===== src/rtl/channel_ctrl_if.sv =====
// channel_ctrl_if: host and tracking-loop write request handshakes for one channel
interface channel_ctrl_if;
    logic        host_valid;
    logic        host_ready;
    logic [2:0]  host_addr;
    logic [31:0] host_data;
    logic        loop_valid;
    logic        loop_ready;
    logic [2:0]  loop_addr;
    logic [31:0] loop_data;

    modport master (
        output host_valid, host_addr, host_data, loop_valid, loop_addr, loop_data,
        input  host_ready, loop_ready
    );

    modport slave (
        input  host_valid, host_addr, host_data, loop_valid, loop_addr, loop_data,
        output host_ready, loop_ready
    );
endinterface


===== src/rtl/channel_ctrl.sv =====
// channel_ctrl: start/stop sequencer and host/loop write arbiter for one C/A tracking channel
module channel_ctrl #(
    parameter int ARM_CYCLES = 2
) (
    input  logic               clk,
    input  logic               reset_n,
    input  logic               start,
    input  logic               stop,
    channel_ctrl_if.slave      wr,
    output logic [2:0]         ch_address,
    output logic [31:0]        ch_data_value,
    output logic               lo_nco_enable,
    output logic               ca_nco_enable,
    output logic               ca_gen_enable,
    output logic [1:0]         run_state,
    output logic               err
);
    typedef enum logic [1:0] {IDLE = 2'd0, ARM = 2'd1, RUN = 2'd2} run_t;
    typedef enum logic [1:0] {BUS_IDLE = 2'd0, BUS_WRITE = 2'd1, BUS_GAP = 2'd2} bus_t;

    run_t        run_q, run_d;
    bus_t        bus_q, bus_d;
    logic [7:0]  cnt_q, cnt_d;
    logic [2:0]  addr_q, addr_d;
    logic [31:0] data_q, data_d;
    logic        err_q, err_d;
    logic        last_q, last_d;
    logic        bus_free, host_acc, loop_acc, acc, ill, go;
    logic [2:0]  req_addr;

    always_comb begin
        bus_free = reset_n && bus_q != BUS_WRITE;
        // last_q = 1 means the loop was granted last, so the host wins the next tie
        wr.host_ready = bus_free && (run_q == IDLE || (run_q == RUN && !(wr.loop_valid && !last_q)));
        wr.loop_ready = bus_free && run_q == RUN && !(wr.host_valid && last_q);
        host_acc = wr.host_valid && wr.host_ready;
        loop_acc = wr.loop_valid && wr.loop_ready;
        acc = host_acc || loop_acc;
        req_addr = loop_acc ? wr.loop_addr : wr.host_addr;
        ill = req_addr == 3'd0 || req_addr >= 3'd6 || (req_addr == 3'd5 && run_q != IDLE);
        bus_d = acc ? (ill ? BUS_GAP : BUS_WRITE) : (bus_q == BUS_WRITE ? BUS_GAP : BUS_IDLE);
        addr_d = acc && !ill ? req_addr : addr_q;
        data_d = acc && !ill ? (loop_acc ? wr.loop_data : wr.host_data) : data_q;
        last_d = acc ? loop_acc : last_q;
        go = run_q == IDLE && start && !stop;
        err_d = (go ? 1'b0 : err_q) || (acc && ill);
        run_d = run_q;
        cnt_d = cnt_q;
        case (run_q)
            IDLE: if (go) begin
                run_d = ARM;
                cnt_d = 8'(ARM_CYCLES - 1);
            end
            ARM: begin
                run_d = stop ? IDLE : (cnt_q == 8'd0 ? RUN : ARM);
                cnt_d = cnt_q - 8'd1;
            end
            RUN: run_d = stop ? IDLE : RUN;
            default: run_d = IDLE;
        endcase
        ch_address = bus_q == BUS_WRITE ? addr_q : 3'd0;
        ch_data_value = data_q;
        ca_gen_enable = run_q == ARM || run_q == RUN;
        lo_nco_enable = run_q == RUN;
        ca_nco_enable = run_q == RUN;
        run_state = run_q;
        err = err_q;
    end

    always_ff @(posedge clk) begin
        if (!reset_n) begin
            run_q <= IDLE;
            bus_q <= BUS_IDLE;
            cnt_q <= 8'd0;
            addr_q <= 3'd0;
            data_q <= 32'd0;
            err_q <= 1'b0;
            last_q <= 1'b0;
        end else begin
            run_q <= run_d;
            bus_q <= bus_d;
            cnt_q <= cnt_d;
            addr_q <= addr_d;
            data_q <= data_d;
            err_q <= err_d;
            last_q <= last_d;
        end
    end
endmodule


===== src/flat_wrapper.sv =====
// flat-port wrapper written by rule: the top's interface ports become plain ports
module channel_ctrl_flat 
#(
    parameter int ARM_CYCLES = 2
)
  (clk, reset_n, start, stop, ch_address, ch_data_value, lo_nco_enable, ca_nco_enable, ca_gen_enable, run_state, err, wr_host_valid, wr_host_addr, wr_host_data, wr_loop_valid, wr_loop_addr, wr_loop_data, wr_host_ready, wr_loop_ready);
  channel_ctrl_if wr_i ();
  input  logic clk;
  input  logic reset_n;
  input  logic start;
  input  logic stop;
  output logic [2:0] ch_address;
  output logic [31:0] ch_data_value;
  output logic lo_nco_enable;
  output logic ca_nco_enable;
  output logic ca_gen_enable;
  output logic [1:0] run_state;
  output logic err;
  input wire logic [$bits(wr_i.host_valid)-1:0] wr_host_valid;
  input wire logic [$bits(wr_i.host_addr)-1:0] wr_host_addr;
  input wire logic [$bits(wr_i.host_data)-1:0] wr_host_data;
  input wire logic [$bits(wr_i.loop_valid)-1:0] wr_loop_valid;
  input wire logic [$bits(wr_i.loop_addr)-1:0] wr_loop_addr;
  input wire logic [$bits(wr_i.loop_data)-1:0] wr_loop_data;
  output wire logic [$bits(wr_i.host_ready)-1:0] wr_host_ready;
  output wire logic [$bits(wr_i.loop_ready)-1:0] wr_loop_ready;
  assign wr_i.host_valid = wr_host_valid;
  assign wr_i.host_addr = wr_host_addr;
  assign wr_i.host_data = wr_host_data;
  assign wr_i.loop_valid = wr_loop_valid;
  assign wr_i.loop_addr = wr_loop_addr;
  assign wr_i.loop_data = wr_loop_data;
  assign wr_host_ready = wr_i.host_ready;
  assign wr_loop_ready = wr_i.loop_ready;
  channel_ctrl #(.ARM_CYCLES(ARM_CYCLES)) u_core (.clk(clk), .reset_n(reset_n), .start(start), .stop(stop), .wr(wr_i), .ch_address(ch_address), .ch_data_value(ch_data_value), .lo_nco_enable(lo_nco_enable), .ca_nco_enable(ca_nco_enable), .ca_gen_enable(ca_gen_enable), .run_state(run_state), .err(err));
endmodule

===== config.mk =====
export PLATFORM = sky130hd
export DESIGN_NAME = channel_ctrl_flat
export DESIGN_NICKNAME = d
export VERILOG_FILES = /design/src/rtl/channel_ctrl_if.sv /design/src/rtl/channel_ctrl.sv /design/src/flat_wrapper.sv
export SDC_FILE = /design/constraint.sdc
export NUM_CORES = 1
export LEC_CHECK = 0
export BUFFER_PORTS_ARGS = -buffer_cell sky130_fd_sc_hd__buf_2
export CAP_MARGIN = 5
export CORE_ASPECT_RATIO = 0.7
export CORE_MARGIN = 2
export CORE_UTILIZATION = 40
export DETAILED_ROUTE_END_ITERATION = 10
export GPL_TIMING_DRIVEN = 0
export PLACE_DENSITY = 0.79
export REMOVE_ABC_BUFFERS = 1
export SYNTH_ARGS = -nofsm -noshare
export SYNTH_HDL_FRONTEND = slang
export SYNTH_SLANG_ARGS = --single-unit

===== constraint.sdc =====
create_clock -name clk -period 6.3 [get_ports clk]
set_clock_uncertainty 0.15 [all_clocks]
set_input_delay 0.315 -clock clk [delete_from_list [all_inputs] [get_ports clk]]
set_output_delay 0.315 -clock clk [all_outputs]
set_load 0.03 [all_outputs]

# Word level (Yosys, flattened, before mapping)
# Index checks and enable logic that the tools add are counted.
[word_totals] ff_bits=49 inputBits=76 word_cells=60 output_inout_bits=43
[classes] order_cmp=1 add_sub_neg=1 n_reduce_logical=31 n_mux=14 n_eq_ne=6
[ops] cell="two-way mux 32 bit" count=1
[ops] cell="one-hot mux 8 bit (2 select lines)" count=1
[ops] cell="logical AND 1 bit" count=14
[ops] cell="two-way mux 2 bit" count=7
[ops] cell="zero test 8 bit" count=1
[ops] cell="two-way mux 8 bit" count=1
[ops] cell="subtractor 8 x 1 -> 8 bit, second input constant" count=1
[ops] cell="logical OR 1 bit" count=6
[ops] cell="two-way mux 3 bit" count=2
[ops] cell="one-hot mux 2 bit (3 select lines)" count=1
[ops] cell="zero test 1 bit" count=5
[ops] cell="== test 2 x 1 -> 1 bit, second input constant" count=2
[ops] cell="!= test 2 x 1 -> 1 bit, second input constant" count=2
[ops] cell="nonzero test 2 bit" count=2
[ops] cell="== test 3 bit, second input constant" count=1
[ops] cell="greater-or-equal comparator 3 bit, second input constant" count=1
[ops] cell="zero test 3 bit" count=1
[ops] cell="== test 2 bit, second input constant" count=1
[ops] cell="zero test 2 bit" count=1
[ops] cell="AND reduction 2 bit" count=1
[ops] cell="two-way mux 1 bit" count=1

# Depth between registers and ports, before layout
[logic_depth] ltp_word=11 mapped_depth=9 depth_no_buf=7

# Least setup slack after synthesis
# Ideal clock, no wire load.
[synth_timing] kind="register to register" from="register u_core.run_q[1], in the netlist u_core.run_state[1]" to="register u_core.addr_q[0]" period_less_slack_ps=2392 t_required_ps=6078 path_stages_with_launch=8 path_buffers=1 setup_ps=72 setup_slack_ps=3908 arrival_time_ps=2170 cell_sequence="dfxtp_1 > ha_1 > and2_1 > nand4_1 > mux2i_1 > nor2_4 > buf_4 > mux2i_1"
[synth_via] elab_chain_len=10 elab_cells_between_ends=20 cone_classes="order compare (1); eq/ne (2); mux (1); reduce/logical (16)"
[synth_rtl] element="start: declaration" line_no="channel_ctrl.sv:21" rtl="run_t run_q, run_d;"
[synth_rtl] element="start signal: assignment" line_no="channel_ctrl.sv:80" rtl="run_q <= run_d;"
[synth_rtl] element="== test 2 bit (*)"
[synth_rtl] element="named net ca_nco_enable" line_no="flat_wrapper.sv:15" rtl="output logic ca_nco_enable;"
[synth_rtl] element="logical AND 1 bit (2 in a row)" line_no="channel_ctrl.sv:35" rtl="wr.loop_ready = bus_free && run_q == RUN && !(wr.host_valid && last_q);"
[synth_rtl] element="logical AND 1 bit" line_no="channel_ctrl.sv:37" rtl="loop_acc = wr.loop_valid && wr.loop_ready;"
[synth_rtl] element="two-way mux 3 bit" line_no="channel_ctrl.sv:39" rtl="req_addr = loop_acc ? wr.loop_addr : wr.host_addr;"
[synth_rtl] element="greater-or-equal comparator 3 bit (tied with other cells)" line_no="channel_ctrl.sv:40" rtl="ill = req_addr == 3'd0 || req_addr >= 3'd6 || (req_addr == 3'd5 && run_q != IDLE);"
[synth_rtl] element="logical OR 1 bit / logical AND 1 bit (equally long branches)" line_no="channel_ctrl.sv:40"
[synth_rtl] element="logical OR 1 bit" line_no="channel_ctrl.sv:40"
[synth_rtl] element="zero test 1 bit" line_no="channel_ctrl.sv:42" rtl="addr_d = acc && !ill ? req_addr : addr_q;"
[synth_rtl] element="logical AND 1 bit" line_no="channel_ctrl.sv:42"
[synth_rtl] element="end signal: assignment" line_no="channel_ctrl.sv:83" rtl="addr_q <= addr_d;"
[synth_rtl] element="end: declaration" line_no="channel_ctrl.sv:24" rtl="logic [2:0] addr_q, addr_d;"
# Mark *: on every way through the listed nets, which the timed path passes. The rest lies on a longest branch.
# A chain may end at the register's enable or synchronous reset.

# Worst setup path in the final report
[layout_timing] from="register u_core.run_q[0], in the netlist u_core.run_state[0]" to="register u_core.data_q[13], in the netlist u_core.ch_data_value[13]"
[layout_via] elab_chain_len=10 elab_cells_between_ends=21 cone_classes="order compare (1); eq/ne (2); mux (2); reduce/logical (16)"
[layout_rtl] element="== test 2 bit" line_no="channel_ctrl.sv:34, channel_ctrl.sv:35"
[layout_rtl] element="logical AND 1 bit (2 in a row)" line_no="channel_ctrl.sv:35"
[layout_rtl] element="logical AND 1 bit" line_no="channel_ctrl.sv:37"
[layout_rtl] element="two-way mux 3 bit" line_no="channel_ctrl.sv:39"
[layout_rtl] element="greater-or-equal comparator 3 bit (tied with other cells)" line_no="channel_ctrl.sv:40"
[layout_rtl] element="logical OR 1 bit / logical AND 1 bit (equally long branches)" line_no="channel_ctrl.sv:40"
[layout_rtl] element="logical OR 1 bit" line_no="channel_ctrl.sv:40"
[layout_rtl] element="zero test 1 bit" line_no="channel_ctrl.sv:43" rtl="data_d = acc && !ill ? (loop_acc ? wr.loop_data : wr.host_data) : data_q;"
[layout_rtl] element="logical AND 1 bit" line_no="channel_ctrl.sv:43"
[layout_rtl] element="end signal: assignment" line_no="channel_ctrl.sv:84" rtl="data_q <= data_d;"
[layout_rtl] element="end: declaration" line_no="channel_ctrl.sv:25" rtl="logic [31:0] data_q, data_d;"
# Parallel ways exist; a longest one is shown, timed or not.

==> results.json <==
{
  "initial_core_util": 0.421,
  "syn2layout_area_growth_pct": 31.5,
  "die_y_um": 69.4,
  "antenna_found_initial": 0,
  "drt_first_pass_iters": 6,
  "setup_viol": 0,
  "drt_iter0_markers": 66,
  "synth_cell_types": 34,
  "drv_slew": 0,
  "num_vias": 2184,
  "p_per_area_nw_per_um2": 268,
  "fillers": 545,
  "critPathTopFamily": "simple AND/OR/NAND/NOR gates",
  "end_kind": "flop",
  "cts_tree": "yes",
  "multiInputGateArea_um2": 1370,
  "use_met1": 0.206,
  "cts_made_buffers": 5,
  "critPathBufInv": 2,
  "coreArea_um2": 5810,
  "timing.hold.ws_ns": 0.145,
  "hold_viol": 0,
  "seq_area_um2": 981,
  "fin_crit_ns": 3.22,
  "path_clk_slew_ns": 0.09,
  "routed_wl_mm": 5.83,
  "drc_errors": 0,
  "drive_gt1_frac": 0.358,
  "synth_edf_count": 0,
  "met2_usage": 0.290,
  "antenna_cells": 0,
  "final_nets": 451,
  "slew_headroom": 0.359,
  "cts_resized": 0,
  "fmax_ghz": 0.310,
  "ys_ff_latch": 49,
  "r2r_start": "u_core.run_state[0]",
  "htreeDepth": 2,
  "syn_area_per_cell_um2": 9.55,
  "grt_pass1_wl_mm": 9.65,
  "p_total_mw": 0.862,
  "start_kind": "flop",
  "clk_path_buf_depth": 2,
  "synth_top_flop_cell": "dfxtp_1",
  "vdd_ir_drop_max_v": 0.000114,
  "numPortBuffers": 118,
  "critical-path-max-stage-delay_ns": 0.73,
  "crit_top_cell": "mux2i_1",
  "gr-total-overflow": 0,
  "tightestPinTransition_ns": 0.958,
  "cap_violations": 0,
  "path_class": "reg -> reg",
  "synthCells": 256,
  "grt_pass1_vias": 2165,
  "post_cts_buffers": 0,
  "grt_max_degree": 46,
  "ys_seq_area_frac": 0.401,
  "fin_crit_sh": 0.511,
  "gp_congestion": 0.724,
  "die_w_um": 97.4,
  "via_per_inst": 4.90,
  "slowest_stage": "nand4_1",
  "busiest_layer": "met2",
  "clock_sinks": 49,
  "rows": 23,
  "grt_setup_unrepaired": "false",
  "worst_ep_required_time_ns": 6.37,
  "grt_usage": 0.172,
  "cts-root-buf": "clkbuf_8",
  "yosysWarnings": 0,
  "synthesis.area_um2": 2440,
  "hold_class": "in -> reg",
  "min_from": "wr_loop_data[22]",
  "outcome": "complete, no violations",
  "dp.final_hpwl_mm": 4.38,
  "dp.cells": 437,
  "startpoint": "u_core.run_state[0]",
  "ios": 119,
  "arrival_ns": 3.29,
  "path_cells": "inv_1, ha_1, and2_1, nand4_1, mux2i_1, nor2_4, buf_12, mux2i_1",
  "drtAntennaViolNets": 0,
  "final_cells": 446,
  "dieArea_um2": 6760,
  "gr-usage-met3": 0.0615,
  "clock_latency_ns": 0.29,
  "worstPathMaxFanout": 26,
  "wl_per_cell_um": 13.1,
  "leakage_nw": 1.70,
  "postCtsHoldBufs": 0,
  "timing.setup.tns_ns": 0,
  "ys_async_sr_fraction": 0
}
[path summary, 6_finish.rpt]
| kind | slack, ns | cells after the start | end |
|---|---|---|---|
| setup / recovery | 3.08 | 8 | u_core.ch_data_value[13] |
| hold / removal | 0.14 | 3 | u_core.ch_data_value[22] |
| setup reg to reg | 3.08 | 8 | u_core.ch_data_value[13] |
| hold reg to reg | 0.31 | 2 | u_core.addr_q[0] |
[state kept, by name, summed over array words and instances (netlist names)]
| name | count |
|---|---|
| u_core.bus_q | 2 |
| u_core.ch_data_value | 32 |
| u_core.run_state | 2 |
| u_core.addr_q | 3 |
| u_core.last_q | 1 |
| u_core.err | 1 |
| u_core.cnt_q | 8 |
[layout make-up]
class                      instances  area share
clock inverter                     2      0.0121
clock buffer                       6      0.0226
inverter                           6     0.00700
multi-input combinational        187       0.425
timing repair buffer             121       0.199
tap                               75      0.0292
sequential                        49       0.305
[per-layer routing]
layer | part of all wire | wire, um
met5 | 0 | 0
met4 | 0.012 | 70
met3 | 0.087 | 510
met2 | 0.45 | 2640
met1 | 0.45 | 2610
[worst register-to-register path: cells and delay by family (launching register included)]
family	cells	cell delay [ns]
fa+ha+maj	1	0.29
buf+inv	2	0.37
flops	1	0.36
mux	2	0.62
simple gates	3	1.36
[cell families (layout without fill, tap and decap cells)]
group,after synthesis,after routing,share of synthesized area
AND/OR/NAND/NOR,85,85,0.168
adder cells (fa/ha/maj),5,5,0.0256
XOR/XNOR,5,5,0.0179
AO/OA/AOI/OAI,23,23,0.0650
flip-flops,49,49,0.401
multiplexers,69,69,0.282
buffers and inverters,20,135,0.0399
[layout by cell type, fill, tap and decap left out, types with 2 or more instances in the layout]
cell type	n
buf_2	118
mux2i_1	69
dfxtp_1	49
nand2_1	44
nor2_1	15
inv_1	6
and2_1	5
xor2_1	5
ha_1	5
clkbuf_8	5
nand2b_1	4
a21oi_1	4
nor2b_1	3
o21ai_0	3
o21ai_1	3
nand3_1	3
a21boi_0	3
o21bai_1	2
or3_1	2
nand3b_1	2
o22ai_1	2
nor3_1	2
buf_8	2
[synth_stat cells (2+ instances only)]
master     n  area [um^2]
a21boi_0   3         22.5
a21oi_1    4         20.0
and2_1     5         31.3
buf_2      6         30.0
buf_4      4         30.0
clkbuf_1   4         15.0
dfxtp_1   49          981
ha_1       5         62.6
inv_1      6         22.5
mux2i_1   69          691
nand2_1   44          165
nand2b_1   4         25.0
nand3_1    3         15.0
nand3b_1   2         15.0
nor2_1    15         56.3
nor2b_1    3         18.8
nor3_1     2         10.0
o21ai_0    3         15.0
o21ai_1    3         15.0
o21bai_1   2         15.0
o22ai_1    2         12.5
or3_1      2         12.5
xor2_1     5         43.8
[stage by stage]
step           area, um^2  utilization  worst slack [ns]
4_1_cts              3200        0.550              2.60
5_1_grt              3220        0.553              2.83
6_report             3220        0.553              3.08
3_5_place_dp         3080        0.531              2.37
2_1_floorplan        2370            -              1.62
3_3_place_gp         3050        0.525              1.01
[report_power, final]
group          total, mW  leakage [nW]  switching (mW)  internal [mW]
logic              0.269          1.25           0.159          0.110
clock network      0.224        0.0554           0.105          0.119
registers          0.370         0.399          0.0246          0.345
Note: power is estimated with default switching activity, not from simulation.
